==> config.mk <==
export PLATFORM = sky130hd
export DESIGN_NAME = tt_um_vedic_mult_4x4
export DESIGN_NICKNAME = d
export VERILOG_FILES = /design/src/rtl/tt_um_vedic_mult_4x4.sv
export SDC_FILE = /design/constraint.sdc
export NUM_CORES = 1
export LEC_CHECK = 0
export ABC_AREA = 1
export CORE_MARGIN = 10
export CORE_UTILIZATION = 35
export CTS_BUF_LIST = sky130_fd_sc_hd__clkbuf_8
export DETAILED_ROUTE_END_ITERATION = 6
export DONT_BUFFER_PORTS = 1
export HOLD_SLACK_MARGIN = 0.03
export PLACE_DENSITY = 0.53
export SLEW_MARGIN = 20
export SYNTH_ARGS = -nofsm -noshare
export SYNTH_HDL_FRONTEND = slang
export SYNTH_SLANG_ARGS = --single-unit
==> constraint.sdc <==
create_clock -name clk -period 0.8 [get_ports clk]
set_input_delay 0.08 -clock clk [delete_from_list [all_inputs] [get_ports clk]]
set_output_delay 0.08 -clock clk [all_outputs]
set_load 0.01 [all_outputs]
==> src/rtl/tt_um_vedic_mult_4x4.sv <==
// tt_um_vedic_mult_4x4: registered unsigned 4x4 Vedic multiplier tile
module vedic_ha (
  input  logic a,
  input  logic b,
  output logic s,
  output logic c
);
  assign s = a ^ b;
  assign c = a & b;
endmodule

module vedic_fa (
  input  logic a,
  input  logic b,
  input  logic ci,
  output logic s,
  output logic co
);
  assign s  = a ^ b ^ ci;
  assign co = (a & b) | (ci & (a ^ b));
endmodule

module vedic_2x2 (
  input  logic [1:0] a,
  input  logic [1:0] b,
  output logic [3:0] p
);
  logic c1;
  assign p[0] = a[0] & b[0];
  vedic_ha h0 (.a(a[1] & b[0]), .b(a[0] & b[1]), .s(p[1]), .c(c1));
  vedic_ha h1 (.a(a[1] & b[1]), .b(c1), .s(p[2]), .c(p[3]));
endmodule

module vedic_rca #(
  parameter int W = 4
) (
  input  logic [W-1:0] a,
  input  logic [W-1:0] b,
  output logic [W-1:0] s
);
  logic [W-1:0] c;
  assign c[0] = 1'b0;
  for (genvar i = 0; i < W - 1; i++) begin : g_fa
    vedic_fa f (.a(a[i]), .b(b[i]), .ci(c[i]), .s(s[i]), .co(c[i+1]));
  end
  assign s[W-1] = a[W-1] ^ b[W-1] ^ c[W-1];
endmodule

module tt_um_vedic_mult_4x4 (
  input  logic [7:0] ui_in,
  output logic [7:0] uo_out,
  input  logic [7:0] uio_in,
  output logic [7:0] uio_out,
  output logic [7:0] uio_oe,
  input  logic       ena,
  input  logic       clk,
  input  logic       rst_n
);
  logic [3:0] q0, q1, q2, q3;
  logic [4:0] s1;
  logic [5:0] s2;
  logic       unused_ok;
  vedic_2x2 m0 (.a(ui_in[5:4]), .b(ui_in[1:0]), .p(q0));
  vedic_2x2 m1 (.a(ui_in[7:6]), .b(ui_in[1:0]), .p(q1));
  vedic_2x2 m2 (.a(ui_in[5:4]), .b(ui_in[3:2]), .p(q2));
  vedic_2x2 m3 (.a(ui_in[7:6]), .b(ui_in[3:2]), .p(q3));
  vedic_rca #(.W(5)) a1 (.a({1'b0, q1}), .b({1'b0, q2}), .s(s1));
  vedic_rca #(.W(6)) a2 (.a({1'b0, s1}), .b({q3, q0[3:2]}), .s(s2));
  assign uio_out   = 8'h00;
  assign uio_oe    = 8'h00;
  assign unused_ok = &{ena, uio_in, 1'b0};
  // product register, cleared asynchronously while rst_n is low
  always_ff @(posedge clk or negedge rst_n)
    if (!rst_n) uo_out <= 8'h00;
    else        uo_out <= {s2, q0[1:0]};
endmodule

==> impl_metrics.py <==
metrics = {
    "cells_and_area": {
        "top_register": "uo_out",
        "largest_reg_flops": 8,
        "drive_gt1_share_pct": 28.87,
        "reg_top3": "uo_out x8",
        "nNetsFinal": 135,
        "diodes": 0,
        "finalInstanceArea_sq_um": 907.1,
        "layout-area-overhead-vs-synth_pct": 16.75,
    },
    "sta": {
        "hold_viol_final": 0,
        "fin_crit_sh_pct": 302.7,
        "setup_ws_ps": -1622,
        "holdWs_ps": 106.0,
        "fmax_mhz": 412.9,
        "slew_violations": 0,
        "final.min_clock_period_ps": 2422,
        "rsz0062_at_grt": "yes",
        "setup_viol": 5,
    },
    "grt": {
        "antenna_found_initial": 0,
        "grt_pass1_wl_um": 2332,
        "gr-total-overflow": 0,
        "grtUsageTotal_pct": 6.588,
        "first_global_vias": 542,
        "grt_max_degree": 9,
    },
    "clock_network": {
        "root_buffer": "clkbuf_8",
        "clock_tree.buffer_depth": 2,
        "clock_sinks": 8,
        "tritoncts": "built",
        "clk_pin_slew_worst_paths_ps": 40,
        "cts_max_level": 1,
        "cts_made_buffers": 3,
    },
    "pwr": {
        "power.density_mw_per_mm2": 1485,
        "p_total_mw": 1.347,
        "p_leak_nw": 0.5318,
        "ir_worst_vdd_mv": 0.7391,
    },
    "route": {
        "drc": 0,
        "drtPass1Iterations": 3,
        "vias": 476,
        "wl_per_cell_um": 11.20,
        "finalWirelength_um": 1389,
        "vias_per_cell": 3.839,
        "detail-route-antenna-nets": 0,
        "first_iter_violations": 5,
    },
    "placed_design": {
        "dpl_cell_area_sq_um": 802.0,
        "dp_hpwl_um": 1252,
        "io_buffers": 0,
        "gp_congestion": 0.7767,
    },
    "flow_run": {
        "drv_cap": 0,
    },
    "hold_path": {
        "hold_path.class": "primary input to flop",
    },
    "worst_setup_path": {
        "cp.arrival_ps": 2540,
        "worstPathMaxFanout": 4,
        "cp.required_ps": 920,
        "crit_type": "primary input to flop",
        "startpoint_type": "primary input",
        "endpoint_kind": "flop",
    },
    "synthesis": {
        "syn_inst": 92,
        "synth-seq-cells": 8,
        "ys.warnings.count": 0,
        "avgSynthCellArea_sq_um": 8.446,
        "seq_area_frac_synth_pct": 25.76,
        "syn_area_sq_um": 777.0,
        "synth_cell_types": 7,
    },
    "floorplan": {
        "die_w_um": 67.12,
        "chipHeight_um": 67.12,
        "dieArea_sq_mm": 0.004504,
        "rows": 16,
        "initial_core_util_pct": 38.05,
        "coreArea_sq_mm": 0.002042,
        "io_pins": 43,
    },
    "outcome": {
        "status": "finished with violations",
        "failed_checks": "negative setup slack",
    },
}
power breakdown:
group	internal (mW)	total (mW)	leakage [nW]	switching [mW]
Sequential	0.487	0.562	0.0989	0.0745
Clock	0.324	0.460	0.0216	0.136
Combinational	0.138	0.326	0.411	0.188
repair_timing:
item                                    in CTS  in global routing
pin swaps                                    2                  2
gates resized for setup                      6                  6
setup buffers                                0                  0
endpoints found under the setup margin       5                  6
hold endpoints to repair                     9                  0
hold buffers                                 3                  0
cell usage in the layout, fill, tap and decap left out:
master,count
clkbuf_8,3
conb_1,16
dfrtp_1,8
dlygate4sd3_1,3
fa_1,1
fa_2,6
ha_1,5
ha_2,2
ha_4,3
inv_1,21
inv_2,9
inv_4,1
nand2_1,15
nand2_2,2
nand2_4,1
nand2_8,1
critical path, cell delays in order:
cell and delay, ps:
nand2_8 50, inv_4 30, ha_4 230, fa_2 540, inv_2 40, fa_2 320, inv_2 60, fa_2 180
inv_2 40, fa_2 380, fa_2 540, inv_2 30
final cells by class:
class	count	area [sq um]
inverter	31	118.9
timing repair buffer	3	30.03
sequential	8	200.2
multi-input combinational	52	483.0
tap	27	33.78
fill	220	1135
clock buffer	3	41.29
logic make-up (layout without fill, tap and decap cells):
| group | count (synthesis) | in the layout | synth area share (%) |
|---|---|---|---|
| AND/OR/NAND/NOR | 19 | 19 | 9.179 |
| flip-flops | 8 | 8 | 25.76 |
| other | 1 | 16 | 0.4826 |
| adder cells (fa/ha/maj) | 17 | 17 | 34.14 |
| buffers and inverters | 47 | 37 | 30.44 |
per-layer routing:
layer | GRT usage [%] | vias to the layer above | share of wire [%]
met4 | 3.846 | 0 | 0
met2 | 9.716 | 25 | 45
met1 | 7.204 | 218 | 41
met5 | 0 | - | 0
li1 | - | 233 | -
met3 | 3.846 | 0 | 15
synth_stat cells:
cell	number	area, sq um
dfrtp_1	8	200.2
nand2_1	19	71.32
ha_1	10	125.1
fa_1	7	140.1
inv_1	31	116.4
conb_1	1	3.750
buf_4	16	120.1
per-stage QoR:
step | std cells | utilization (%) | TNS (ps) | worst slack, ps
2_1_floorplan | 107 | - | -7019 | -1774
4_1_cts | 124 | 43.44 | -5912 | -1603
3_5_place_dp | 118 | 39.28 | -7450 | -1867
5_1_grt | 124 | 44.42 | -6194 | -1691
6_report | 124 | 44.42 | -5888 | -1622
3_3_place_gp | 118 | 39.28 | -7299 | -1835
worst paths after layout:
path,startpoint,end,cells after the start
worst min-delay path,ui_in[1],uo_out[1],3
worst max-delay path,ui_in[4],uo_out[6],12
min in group asynchronous,rst_n,uo_out[0],1
max in group asynchronous,rst_n,uo_out[7],1
No activity file was read; power rests on OpenSTA's default activity.
